==> src/rtl/wb_arbiter.sv <==
// Shares one EXE writeback/forwarding port among NUM_FU result producers, one grant per cycle.
// Latency: live result forwarded on ex_* the same cycle, on wb_* one cycle later.
// Backpressure: one-entry hold buffer per FU, fu_ready low while full. `WB_ARB_FIXED_PRIO_EN` selects fixed priority.
module wb_arbiter #(
    parameter int NUM_FU = 8,
    parameter int DATA_W = 32,
    parameter int ROB_W  = 3,
    parameter int RD_W   = 7
) (
    input  logic                          clk,
    input  logic                          rst,
    input  logic [NUM_FU-1:0]             fu_valid,
    output logic [NUM_FU-1:0]             fu_ready,
    input  logic [NUM_FU*DATA_W-1:0]      fu_data,
    input  logic [NUM_FU*ROB_W-1:0]       fu_rob_idx,
    input  logic [NUM_FU*RD_W-1:0]        fu_rd,
    input  logic                          flush,
    output logic [NUM_FU-1:0]             grant,
    output logic                          ex_valid,
    output logic [DATA_W-1:0]             ex_data,
    output logic [ROB_W-1:0]              ex_rob_idx,
    output logic [RD_W-1:0]               ex_rd,
    output logic                          wb_valid,
    output logic [DATA_W-1:0]             wb_data,
    output logic [ROB_W-1:0]              wb_rob_idx,
    output logic [RD_W-1:0]               wb_rd,
    output logic [$clog2(NUM_FU+1)-1:0]   pending_cnt
);

    localparam int PTR_W = (NUM_FU > 1) ? $clog2(NUM_FU) : 1;
    localparam int CNT_W = $clog2(NUM_FU + 1);

    typedef struct packed {
        logic [DATA_W-1:0] data;
        logic [ROB_W-1:0]  rob_idx;
        logic [RD_W-1:0]   rd;
    } res_t;

    res_t              in_res   [NUM_FU];
    res_t              hold_res [NUM_FU];
    res_t              cand     [NUM_FU];
    res_t              ex_res;
    logic [NUM_FU-1:0] hold_v;
    logic [NUM_FU-1:0] hold_v_nxt;
    logic [NUM_FU-1:0] req;
    logic [CNT_W-1:0]  cnt_nxt;
    logic [PTR_W-1:0]  scan_start;
    logic [PTR_W-1:0]  gnt_idx;
    logic              gnt_any;

`ifdef WB_ARB_FIXED_PRIO_EN
    assign scan_start = '0;
`else
    logic [PTR_W-1:0] rr_ptr;
    assign scan_start = rr_ptr;
`endif

    assign fu_ready = ~hold_v;
    assign req      = hold_v | fu_valid;

    // A buffered entry always takes precedence over the live input of the same FU.
    always_comb begin
        for (int i = 0; i < NUM_FU; i++) begin
            in_res[i].data    = fu_data[i*DATA_W +: DATA_W];
            in_res[i].rob_idx = fu_rob_idx[i*ROB_W +: ROB_W];
            in_res[i].rd      = fu_rd[i*RD_W +: RD_W];
            cand[i]           = hold_v[i] ? hold_res[i] : in_res[i];
        end
    end

    always_comb begin
        gnt_any = 1'b0;
        gnt_idx = '0;
        for (int k = 0; k < NUM_FU; k++) begin
            if (!gnt_any && req[(int'(scan_start) + k) % NUM_FU]) begin
                gnt_any = 1'b1;
                gnt_idx = PTR_W'((int'(scan_start) + k) % NUM_FU);
            end
        end
    end

    always_comb begin
        grant  = '0;
        ex_res = '0;
        if (gnt_any && !flush) begin
            grant[gnt_idx] = 1'b1;
            ex_res         = cand[gnt_idx];
        end
    end

    assign ex_valid   = |grant;
    assign ex_data    = ex_res.data;
    assign ex_rob_idx = ex_res.rob_idx;
    assign ex_rd      = ex_res.rd;

    // Granted entries leave, ungranted live inputs park; flush empties everything.
    always_comb begin
        hold_v_nxt = hold_v;
        cnt_nxt    = '0;
        for (int i = 0; i < NUM_FU; i++) begin
            if (flush || grant[i])
                hold_v_nxt[i] = 1'b0;
            else if (fu_valid[i])
                hold_v_nxt[i] = 1'b1;
            cnt_nxt = cnt_nxt + CNT_W'(hold_v_nxt[i]);
        end
    end

    always_ff @(posedge clk or negedge rst) begin
        if (!rst) begin
            hold_v      <= '0;
            pending_cnt <= '0;
            wb_valid    <= 1'b0;
            wb_data     <= '0;
            wb_rob_idx  <= '0;
            wb_rd       <= '0;
            for (int i = 0; i < NUM_FU; i++)
                hold_res[i] <= '0;
`ifndef WB_ARB_FIXED_PRIO_EN
            rr_ptr      <= '0;
`endif
        end else begin
            hold_v      <= hold_v_nxt;
            pending_cnt <= cnt_nxt;
            wb_valid    <= ex_valid;
            wb_data     <= ex_data;
            wb_rob_idx  <= ex_rob_idx;
            wb_rd       <= ex_rd;
            for (int i = 0; i < NUM_FU; i++)
                if (fu_valid[i] && !hold_v[i] && !grant[i] && !flush)
                    hold_res[i] <= in_res[i];
`ifndef WB_ARB_FIXED_PRIO_EN
            if (|grant)
                rr_ptr <= (gnt_idx == PTR_W'(NUM_FU - 1)) ? '0 : gnt_idx + 1'b1;
`endif
        end
    end

endmodule
==> config.mk <==
export PLATFORM = sky130hd
export DESIGN_NAME = wb_arbiter
export DESIGN_NICKNAME = d
export VERILOG_FILES = /design/src/rtl/wb_arbiter.sv
export SDC_FILE = /design/constraint.sdc
export NUM_CORES = 1
export LEC_CHECK = 0
export CORE_MARGIN = 2
export CORE_UTILIZATION = 45
export DETAILED_ROUTE_END_ITERATION = 7
export PLACE_DENSITY = 0.74
export SLEW_MARGIN = 40
export SYNTH_ARGS = -nofsm -noshare
export SYNTH_HDL_FRONTEND = slang
export SYNTH_SLANG_ARGS = --single-unit
==> constraint.sdc <==
create_clock -name clk -period 5.9 [get_ports clk]
set_clock_uncertainty 0.15 [all_clocks]
set_input_delay 1.18 -clock clk [delete_from_list [all_inputs] [get_ports clk]]
set_output_delay 1.18 -clock clk [all_outputs]
set_load 0.1 [all_outputs]
=== Word-level counts from Yosys, hierarchy flattened ===
Cells that the tools add are included.

* Register bits: 394
* Input bits: 347
* Output and inout port bits: 106
* Logic and storage cells: 212

* Add/subtract/negate cells: 15
* Magnitude comparators: 11
* Equal/unequal tests: 1
* Multiplexer cells: 71
* Bitwise logic cells: 10
* Reduce and logical (&&, ||, !) cells: 73

{| class="wikitable"
|+ Operators with widths
! operator !! count
|-
| 2-to-1 mux 42 bit || 11
|-
| binary-select mux 42 bit (select 3 bit) || 1
|-
| 2-to-1 mux 1 bit || 40
|-
| less-than comparator 4 x 5 -> 1 bit (second input constant) || 7
|-
| logical AND 1 bit || 33
|-
| 2-to-1 mux 3 bit || 9
|-
| binary-select mux 1 bit (select 3 bit) || 8
|-
| logical NOT 1 bit || 24
|-
| OR reduction 3 bit || 7
|-
| adder 4 x 1 -> 4 bit || 4
|-
| adder 3 bit (second input constant) || 4
|-
| logical OR 1 bit || 8
|-
| less-than comparator 3 x 4 -> 1 bit (second input constant) || 2
|-
| 2-to-1 mux 8 bit || 1
|-
| inverter 8 bit || 1
|-
| OR 8 bit || 1
|-
| OR reduction 8 bit || 1
|-
| bitwise AND 1 bit (first input constant) || 7
|-
| adder 3 x 1 -> 3 bit (second input constant) || 2
|-
| adder 3 x 2 -> 3 bit (second input constant) || 2
|-
| adder 3 x 1 -> 4 bit || 1
|-
| greater-or-equal comparator 4 bit (second input constant) || 1
|-
| inverter 3 -> 4 bit || 1
|-
| adder 2 x 1 -> 3 bit || 1
|-
| 4 further kinds || 4
|}

=== Logic depth before layout (Yosys ltp) ===
Gate-level depths: netlist (run 1).

* Depth after elaboration: 40
* Depth in mapped cells: 25
* Gate-level depth less buffers: 20

=== Least setup slack after synthesis (run 1) ===
No wires, ideal clock.

* Kind: input-to-output
* Start: in fu_valid[0]
* End: out ex_rd[5]
* Arrival time: 6.942 ns
* Path slack: -2.372 ns
* Cell stages on the path: 11
* Cells stage by stage: or2_2 -> mux4_2 -> mux2i_4 -> mux2i_1 -> o22ai_1 -> a22o_1 -> buf_2 -> buf_1 -> a21oi_1 -> a22oi_1 -> o311ai_0

* Cells in the longest elaborated chain, start to end: 30
* Elaborated cells between the ends (all ways): 60

{| class="wikitable"
|+ RTL lines
! item !! line !! text
|-
| from (decl) || 12 || <nowiki>input logic [NUM_FU-1:0] fu_valid,</nowiki>
|-
| OR 8 bit * || 59 || <nowiki>assign req = hold_v | fu_valid;</nowiki>
|-
| binary-select mux 1 bit (select 3 bit) || 75 || <nowiki>if (!gnt_any && req[(int'(scan_start) + k) % NUM_FU]) begin</nowiki>
|-
| 2-to-1 mux 1 bit (not written as such) || 75 ||
|-
| 2-to-1 mux 1 bit || 75 ||
|-
| logical NOT 1 bit || 75 ||
|-
| logical AND 1 bit || 75 ||
|-
| 2-to-1 mux 1 bit || 75 ||
|-
| logical NOT 1 bit || 75 ||
|-
| [13 not listed] || n/a ||
|-
| 2-to-1 mux 1 bit || 75 ||
|-
| logical NOT 1 bit || 75 ||
|-
| logical AND 1 bit || 75 ||
|-
| 2-to-1 mux 3 bit || 75 ||
|-
| inverter 3 -> 4 bit (not written as such) || 87 || <nowiki>ex_res = cand[gnt_idx];</nowiki>
|-
| binary-select mux 42 bit (select 3 bit) || 87 ||
|-
| 2-to-1 mux 42 bit (not written as such) (2 in a row) || 87 ||
|-
| 2-to-1 mux 42 bit * || 85 || <nowiki>if (gnt_any && !flush) begin</nowiki>
|-
| to (decl) || 22 || <nowiki>output logic [RD_W-1:0] ex_rd,</nowiki>
|}

Every way passes the cells marked *; elsewhere a longest branch is shown, timed or not. The select of a mux whose other input is x is not followed.

=== Final worst setup path (run 1) ===
* Start: in fu_valid[0]
* End: out ex_rob_idx[2]

* Cells in the longest elaborated chain, start to end: 30
* Elaborated cells between the ends (all ways): 60

{| class="wikitable"
|+ RTL lines
! item !! line !! text
|-
| OR 8 bit * || 59 ||
|-
| binary-select mux 1 bit (select 3 bit) || 75 ||
|-
| 2-to-1 mux 1 bit (not written as such) || 75 ||
|-
| 2-to-1 mux 1 bit || 75 ||
|-
| logical NOT 1 bit || 75 ||
|-
| logical AND 1 bit || 75 ||
|-
| 2-to-1 mux 1 bit || 75 ||
|-
| logical NOT 1 bit || 75 ||
|-
| [13 not listed] || n/a ||
|-
| 2-to-1 mux 1 bit || 75 ||
|-
| logical NOT 1 bit || 75 ||
|-
| logical AND 1 bit || 75 ||
|-
| 2-to-1 mux 3 bit || 75 ||
|-
| inverter 3 -> 4 bit (not written as such) || 87 ||
|-
| binary-select mux 42 bit (select 3 bit) || 87 ||
|-
| 2-to-1 mux 42 bit (not written as such) (2 in a row) || 87 ||
|-
| 2-to-1 mux 42 bit * || 85 ||
|-
| to (decl) || 21 || <nowiki>output logic [ROB_W-1:0] ex_rob_idx,</nowiki>
|}

Marked as above.

==> flow_summary.toml, run 1 <==
[run_status]
status = "finished, final reports clean"

[floorplan]
die_w_um = 226
row_count = 81
dieArea_mm2 = 0.0511
design.core.area_mm2 = 0.0488
ios = 453
die_h_um = 226
start_util = 0.455

[detailed_routing]
dr.first_iter.drc_count = 1063
top_layer_used = "met5"
drc_errors = 0
wl_met3_um = 6000
viasPerCell = 5.65
via_count = 18200
wl_met2_um = 39900
met1_length_um = 32300
firstDrtPassIters = 5
ant_nets = 0
wl_per_cell_um = 25.9
wl_um = 83100

[cts]
cts_tree = "built"
cts_max_path_buffers = 3
cts_buffers = 45
htree_levels = 2
clk_latency_ns = 0.61
cts_root_buf = "clkbuf_16"
clk_pin_slew_worst_paths_ns = 0.06
cts.sinks = 394

[sta]
setup-violations-final = 0
period_minus_slack_ns = 5.87
period_share = 0.995
worst_pin_slew_ns = 0.783
hold_violations = 0
slew-limit-headroom = 0.474
max_freq_mhz = 170
rsz0062_at_grt = "true"
drv_slew = 0

[synth]
synth_warnings = 0
netlist_area_mm2 = 0.0222
synth_edf_count = 0
ys_ff_latch = 394
yosysUniqueCellTypes = 67
seq_area_frac_synth = 0.444
syn_area_per_cell_um2 = 11.8
synthCells = 1877
async_flop_share = 1.00
syn-num-nets = 2234
synth_flop_cell = "dfrtp_1"

[grt]
grtUsageTotal = 0.325
grt_max_degree = 120
grt_pass1_wl_um = 122000
grt_overflow = 0
grt_pass1_vias = 19400
antenna_found_initial = 35

[placed_design]
dp_hpwl_um = 58500
gp_congestion = 0.905
numPortBuffers = 452

[worst_setup_path]
start_kind = "input pin"
path_max_fanout = 6
critPathRequiredTime_ns = 4.57
critPathArrivalTime_ns = 4.54
path_class = "in2out"
crit_path_end_kind = "output pin"

[min_path]
worst_hold_path_type = "in2async"

[final_layout]
drive_above_1_share = 0.371
n_fill_cell = 3700
syn2layout_area_growth_pct = 45.2
nets = 2852
final_util = 0.660

[run]
maxCapViolations = 0
-- critical path, cell delays in order --
cell,delay (ns)
clkbuf_2,0.12
or2_4,0.28
mux4_2,0.52
mux2i_4,0.19
buf_4,0.17
nand3_2,0.07
o22ai_2,0.21
buf_4,0.14
a22oi_2,0.10
buf_6,0.16
buf_8,0.13
a21oi_4,0.17
buf_4,0.16
buf_4,0.13
buf_16,0.14
a31oi_2,0.06
nor4_4,0.37
buf_12,0.23
-- registers in the layout, indices dropped and copies added (netlist names) --
signal       flops
hold_v           8
wb_valid         1
wb_rob_idx       3
wb_rd            7
pending_cnt      4
hold_res       336
wb_data         32
rr_ptr           3
-- placed cells by master, fill, tap and decap left out, types with 55 or more instances in the layout --
cell / netlist / layout
dfrtp_1: 394 / 386
clkdlybuf4s50_1: 0 / 337
mux2i_1: 328 / 325
nand2_1: 237 / 233
mux2_2: 223 / 219
buf_4: 6 / 201
mux2_4: 120 / 124
a21oi_1: 123 / 109
buf_12: 0 / 81
buf_2: 31 / 55
-- per-stage QoR --
step	instances	area (um2)	setup TNS (ns)	worst slack, ns	hold WS (ns)
after global placement	3061	29800	-21.17	-0.715	0.316
after global routing	3209	32200	-0.284	-0.0679	0.289
after detailed placement	3061	29500	-24.49	-0.762	0.327
after floorplan	1877	22800	-9.88	-1.02	0.308
final	3214	32200	0	0.0302	0.284
after CTS	3186	32000	-0.101	-0.0393	0.341
-- per-layer routing --
layer  up-vias  global-route usage
met2       643               0.537
met1      9214               0.390
met3       203              0.0824
met4        28               0.178
li1       8077                   -
met5         -                   0
-- path summary, 6_finish.rpt --
path / end / slack [ns] / start / cells after the start
setup / recovery: ex_rob_idx[2] / 0.03 / fu_valid[0] / 18
hold / removal: hold_res[331] / 0.28 / rst / 1
setup reg to reg: pending_cnt[1] / 0.23 / rr_ptr[0] / 19
hold reg to reg: hold_res[39] / 0.34 / hold_res[39] / 1
max in group asynchronous: hold_v[2] / 3.86 / rst / 3
min in group clk: hold_res[39] / 0.34 / hold_res[39] / 1
-- cells in the mapped netlist, drive strengths merged, types with 3 or more instances --
library cell	n	area (um2)
nor3	13	65.1
mux4	14	315
fa	4	80.1
or4b	3	30.0
o21ai	14	70.1
xnor2	4	42.6
nor4	36	263
mux2i	331	3330
dfrtp	394	9860
a21oi	124	624
nand3	4	20.0
a211oi	23	173
clkbuf	69	259
nand2	237	890
a22oi	4	35.0
nor2b	26	163
mux2	362	4530
o22ai	12	75.1
or3	3	18.8
nor4b	4	71.3
or2	8	50.1
a221o	12	120
nor2	22	82.6
a21o	3	22.5
ha	6	75.1
inv	22	85.1
buf	74	459
a31oi	21	131
-- area by class of cell --
cell class / count / area [um2] / area share
diodes: 19 / 47.5 / 0.00147
clock buffers: 66 / 1360 / 0.0420
clock inverters: 17 / 186 / 0.00578
inverters: 23 / 93.8 / 0.00291
multi-input cells: 1317 / 12400 / 0.386
flip-flops and latches: 394 / 9880 / 0.307
well taps: 664 / 831 / 0.0258
repair buffers: 714 / 7410 / 0.230
-- timing repair --
action / in CTS / in global routing
buffers inserted: 37 / 10
gates resized for setup: 104 / 31
pin swaps: 46 / 23
endpoints found under the setup margin: 49 / 47
cloned: 11 / 0
hold buffers: 0 / 0
-- logic make-up (layout without fill, tap and decap cells) --
kind of cell | after synthesis | count (layout) | share of synthesized area
xor gates and xnor gates | 5 | 5 | 0.00231
adders and majority gates | 10 | 10 | 0.00699
DFF | 394 | 394 | 0.444
muxes | 707 | 707 | 0.368
buffers and inverters | 166 | 820 | 0.0363
other | 0 | 19 | 0
and+or+nand+nor | 362 | 362 | 0.0764
AOI/OAI and AO/OA | 233 | 233 | 0.0658
Power of run 1 is not shown: default switching activity piles up to over one toggle a cycle in this logic, so the estimate is an artifact.
==> inputs of run 2 (changes only) <==
--- a/config.mk
+++ b/config.mk
@@ -7,6 +7,7 @@
 export LEC_CHECK = 0
 export CORE_MARGIN = 2
 export CORE_UTILIZATION = 45
+export CTS_CLUSTER_DIAMETER = 50
 export DETAILED_ROUTE_END_ITERATION = 7
 export PLACE_DENSITY = 0.74
 export SLEW_MARGIN = 40
==> run 2 against run 1 <==
Fmax is 0.44% higher. Cell area is 0.85% higher. Cell count is 0.40% higher. Critical endpoint is now ex_data[21].
==> flow_summary.toml, run 2 (same netlist as run 1, synthesis figures left out) <==
[sta]
worst_pin_slew_ns = 0.708
slew-limit-headroom = 0.528
max_freq_mhz = 171
period_share = 0.990
setup-violations-final = 0
fin_ws_ns = 0.0562
drv_slew = 0
hold_violations = 0
rsz0062_at_grt = "true"
period_minus_slack_ns = 5.84

[cts]
cts_tree = "built"
htree_levels = 2
cts_buffers = 52
cts-hold-fix-buffers = 0
cts_max_path_buffers = 3
clk_pin_slew_worst_paths_ns = 0.06
cts.sinks = 394
clk_latency_ns = 0.61
cts_root_buf = "clkbuf_16"

[min_path]
worst_hold_path_type = "in2async"

[worst_setup_path]
path_max_fanout = 16
worstRegToRegCells = 20
crit_slowest_cell = "mux4_2"
critPathArrivalTime_ns = 4.51
critPathRequiredTime_ns = 4.57
reg2reg_slack_ns = 0.21
cp_cell_sequence = "buf_4 -> or2_4 -> mux4_2 -> mux2i_4 -> mux2i_1 -> o22ai_2 -> a22o_1 -> buf_4 -> buf_4 -> nand2_4 -> buf_12 -> a21oi_1 -> buf_4 -> nor4_4 -> buf_12"
path_class = "in2out"
crit_path_end_kind = "output pin"
start_kind = "input pin"
timing.rr.end = "pending_cnt[1]"
rr_startpoint = "rr_ptr[0]"
crit_top_cell = "buf_4"
max_stage_delay_ns = 0.55

[detailed_routing]
drc_errors = 0
via_count = 18100
dr.first_iter.drc_count = 1007
firstDrtPassIters = 5
ant_nets = 0
wl_um = 83400
wl_per_cell_um = 25.8
viasPerCell = 5.62

[final_layout]
n_fill_cell = 3706
nets = 2858
multi_input_area_mm2 = 0.0125
largestRegisters = "hold_res (336), wb_data (32), hold_v (8)"
drive_above_1_share = 0.374
final_common_cell = "dfrtp_1"
regArea_mm2 = 0.00988
syn2layout_area_growth_pct = 46.4
top_register = "hold_res"
largest_reg_flops = 336
mostFrequentLayoutCells = "dfrtp_1 (386), clkdlybuf4s50_1 (337), mux2i_1 (326)"

[grt]
grt_pass1_vias = 19400
grt_pass1_wl_um = 123000
grtUsageTotal = 0.325
grt_overflow = 0
grt_max_degree = 120
antenna_found_initial = 35

[run_status]
status = "finished, final reports clean"

[placed_design]
gp_congestion = 0.905
dp_hpwl_um = 58500
numPortBuffers = 452
pre_cts_ws_ns = -0.762

[floorplan]
row_count = 81
start_util = 0.455
design.core.area_mm2 = 0.0488
dieArea_mm2 = 0.0511
die_w_um = 226
die_h_um = 226
ios = 453

[run]
maxCapViolations = 0
run 2: cell types whose count changed in the layout (fill, tap and decap cells not counted), sizes merged:
| cell | before | now |
|---|---|---|
| clkinv | 12 | 18 |
| clkbuf | 74 | 73 |
| buf | 364 | 366 |
| diode | 19 | 18 |
| bufbuf | 5 | 4 |
| inv | 25 | 29 |
| clkinvlp | 0 | 1 |
| bufinv | 3 | 6 |
run 2: area by class of cell:
cell class	count	share of cell area
Timing Repair Buffer	713	0.226
Inverter	23	0.00289
Multi-Input combinational cell	1317	0.384
Clock buffer	67	0.0446
Antenna cell	18	0.00139
Sequential cell	394	0.304
Clock inverter	31	0.0115
Tap cell	664	0.0256
run 2: routing by layer:
| metal | routed length [um] | global-route usage | vias to the layer above |
|---|---|---|---|
| met5 | 174 | 0 | - |
| met4 | 4490 | 0.163 | 30 |
| met3 | 6350 | 0.0809 | 203 |
| met2 | 40700 | 0.549 | 653 |
| met1 | 31700 | 0.386 | 9177 |
| li1 | - | - | 8069 |
run 2: critical path, delay by kind of cell:
family | cells | cell delay [ns]
AO/OA/AOI/OAI | 3 | 0.44
multiplexers | 3 | 1.07
buffers and inverters | 6 | 1.01
AND/OR/NAND/NOR | 3 | 0.78
run 2: what timing repair did:
item / 4_1_cts / 5_1_grt
cloned: 9 / 1
pin swaps: 48 / 29
gates resized for setup: 116 / 32
endpoints found under the setup margin: 49 / 46
setup buffers: 33 / 18
run 2: how the worst max path moves through the flow:
| stage | slack (ns) | depth (start not counted) | endpoint | startpoint |
|---|---|---|---|---|
| after floorplan | -1.02 | 18 | pending_cnt[1] | fu_valid[5] |
| after global placement | -0.72 | 19 | pending_cnt[1] | fu_valid[5] |
| after detailed placement | -0.76 | 18 | pending_cnt[1] | fu_valid[0] |
| after CTS | 0.004 | 15 | ex_data[10] | fu_valid[2] |
| after global routing | -0.02 | 16 | ex_data[21] | fu_valid[7] |
| final | 0.06 | 15 | ex_data[21] | fu_valid[5] |
run 2: through the flow:
step | cells | instance area, um2 | utilization | setup TNS, ns | hold WS, ns
after floorplan | 1877 | 22800 | - | -9.88 | 0.308
after global placement | 3061 | 29800 | 0.610 | -21.17 | 0.316
after detailed placement | 3061 | 29500 | 0.604 | -24.49 | 0.327
after CTS | 3193 | 32200 | 0.660 | 0 | 0.340
after global routing | 3224 | 32500 | 0.665 | -0.0922 | 0.269
final | 3227 | 32500 | 0.666 | 0 | 0.274
Power of run 2 is left out for the same reason.
==> inputs of run 3 (changes only) <==
--- a/config.mk
+++ b/config.mk
@@ -9,6 +9,8 @@
 export CORE_UTILIZATION = 45
 export CTS_CLUSTER_DIAMETER = 50
 export DETAILED_ROUTE_END_ITERATION = 7
+export GPL_TIMING_DRIVEN = 0
+export MAX_ROUTING_LAYER = met4
 export PLACE_DENSITY = 0.74
 export SLEW_MARGIN = 40
 export SYNTH_ARGS = -nofsm -noshare
==> run 3 against run 2 <==
Cell count shrank 1.3%. Fmax shrank 0.56%. Register-to-register slack lost 0.11 ns. Flip-flop and latch count is the same. First-iteration DRC count grew 31%. Highest routed layer is now met4. Critical path type unchanged. Die area is the same. Non-clock buffer count shrank 43. Worst hold slack lost 0.090 ns. Utilization shrank 1.9 points.
==> flow_summary.toml, run 3 (same netlist as run 1, synthesis figures left out) <==
[run_status]
status = "finished, final reports clean"

[cts]
cts_buffers = 51
cts.sinks = 394
cts_root_buf = "clkbuf_16"
htree_levels = 2
clk_latency_ns = 0.60
cts_tree = "built"
cts-hold-fix-buffers = 0
clk_pin_slew_worst_paths_ns = 0.06
cts_max_path_buffers = 3

[sta]
fin_setup_tns_ns = 0
slew-limit-headroom = 0.393
worst_pin_slew_ns = 0.911
drv_slew = 0
hold_violations = 0
period_minus_slack_ns = 5.88
setup-violations-final = 0
period_share = 0.996
rsz0062_at_grt = "true"
max_freq_mhz = 170

[final_layout]
largestRegisters = "hold_res (336), wb_data (32), hold_v (8)"
syn2layout_area_growth_pct = 42.2
final_common_cell = "dfrtp_1"
mostFrequentLayoutCells = "dfrtp_1 (393), clkdlybuf4s50_1 (336), mux2i_1 (319)"
final_cells = 3185
top_register = "hold_res"
largest_reg_flops = 336
drive_above_1_share = 0.372
nets = 2814

[worst_setup_path]
crit_top_cell = "buf_6"
max_stage_delay_ns = 0.53
timing.rr.end = "pending_cnt[1]"
path_class = "in2out"
crit_slowest_cell = "mux4_2"
rr_startpoint = "rr_ptr[0]"
critPathRequiredTime_ns = 4.57
worstRegToRegCells = 25
start_kind = "input pin"
path_max_fanout = 7
reg2reg_slack_ns = 0.10
cp_cell_sequence = "buf_6 -> or2_4 -> mux4_2 -> mux2i_4 -> buf_6 -> mux2i_2 -> o22ai_2 -> a22oi_2 -> buf_6 -> buf_12 -> mux2_2 -> o22ai_1 -> a221o_1 -> buf_6"
crit_path_end_kind = "output pin"
critPathArrivalTime_ns = 4.55

[floorplan]
die_w_um = 226
dieArea_mm2 = 0.0511
row_count = 81
die_h_um = 226
ios = 453
start_util = 0.455
design.core.area_mm2 = 0.0488

[grt]
grt_max_degree = 75
grt_overflow = 0
antenna_found_initial = 24
grtUsageTotal = 0.347
grt_pass1_wl_um = 124000
grt_pass1_vias = 19200

[detailed_routing]
dr.first_iter.drc_count = 1320
wl_um = 86700
ant_nets = 0
drc_errors = 0
firstDrtPassIters = 5
wl_per_cell_um = 27.2
viasPerCell = 5.73
via_count = 18300

[placed_design]
dp_cells = 2999
gp_congestion = 0.969
numPortBuffers = 451
dp_hpwl_um = 65600

[run]
maxCapViolations = 0

[min_path]
worst_hold_path_type = "in2async"
==> run 3: changes by cell type in the layout (fill, tap and decap cells not counted), moves of 9 or more <==
cell	change
a21oi_2	+45
buf_12	-67
clkbuf_2	+20
buf_6	+49
a21oi_4	+9
buf_4	-135
a21oi_1	-54
clkbuf_1	+18
a31oi_1	+11
clkbuf_8	+16
buf_2	+40
==> run 3: worst max path at each step <==
stage / startpoint / end / slack, ns
global placement: rst / hold_res[101] / -14.29
finish: fu_valid[5] / ex_data[4] / 0.02
detailed placement: fu_valid[6] / ex_data[20] / -1.81
global route: fu_valid[7] / pending_cnt[1] / -0.08
floorplan: fu_valid[5] / pending_cnt[1] / -1.02
CTS: rr_ptr[0] / ex_data[31] / 0.03
==> run 3: area by class of cell <==
cell class	instances	area [um2]
clock inverters	24	230
fillers	3815	17300
flip-flops and latches	394	9860
repair buffers	528	5110
plain buffers	142	1180
inverters	23	109
clock buffers	69	1490
multi-input cells	1317	12700
well taps	664	831
diodes	24	60.1
==> run 3: critical path: cells and delay by family <==
kind	cells	cell delay, ns
simple gates	1	0.28
buf+inv	5	0.82
mux	4	1.35
compound gates	4	0.89
==> run 3: timing repair <==
| item | CTS | global route |
|---|---|---|
| cloned | 4 | 0 |
| pin swaps | 44 | 23 |
| setup buffers | 46 | 19 |
| setup endpoints to repair | 54 | 46 |
| resized for setup | 357 | 46 |
==> run 3: stage by stage <==
step	setup slack (ns)	hold WS [ns]	util	area, um2
detailed placement	-1.81	0.325	0.570	27900
global placement	-14.29	0.317	0.577	28200
finish	0.0231	0.183	0.646	31600
floorplan	-1.02	0.308	-	22800
CTS	0.0314	0.158	0.638	31200
global route	-0.0838	0.165	0.646	31600
==> run 3: per-layer routing <==
metal  wire length, um  track usage
met2             41700        0.557
met3              6530       0.0809
met4              4950        0.183
met5                 0            -
met1             33500        0.405
Power of run 3 is left out for the same reason.
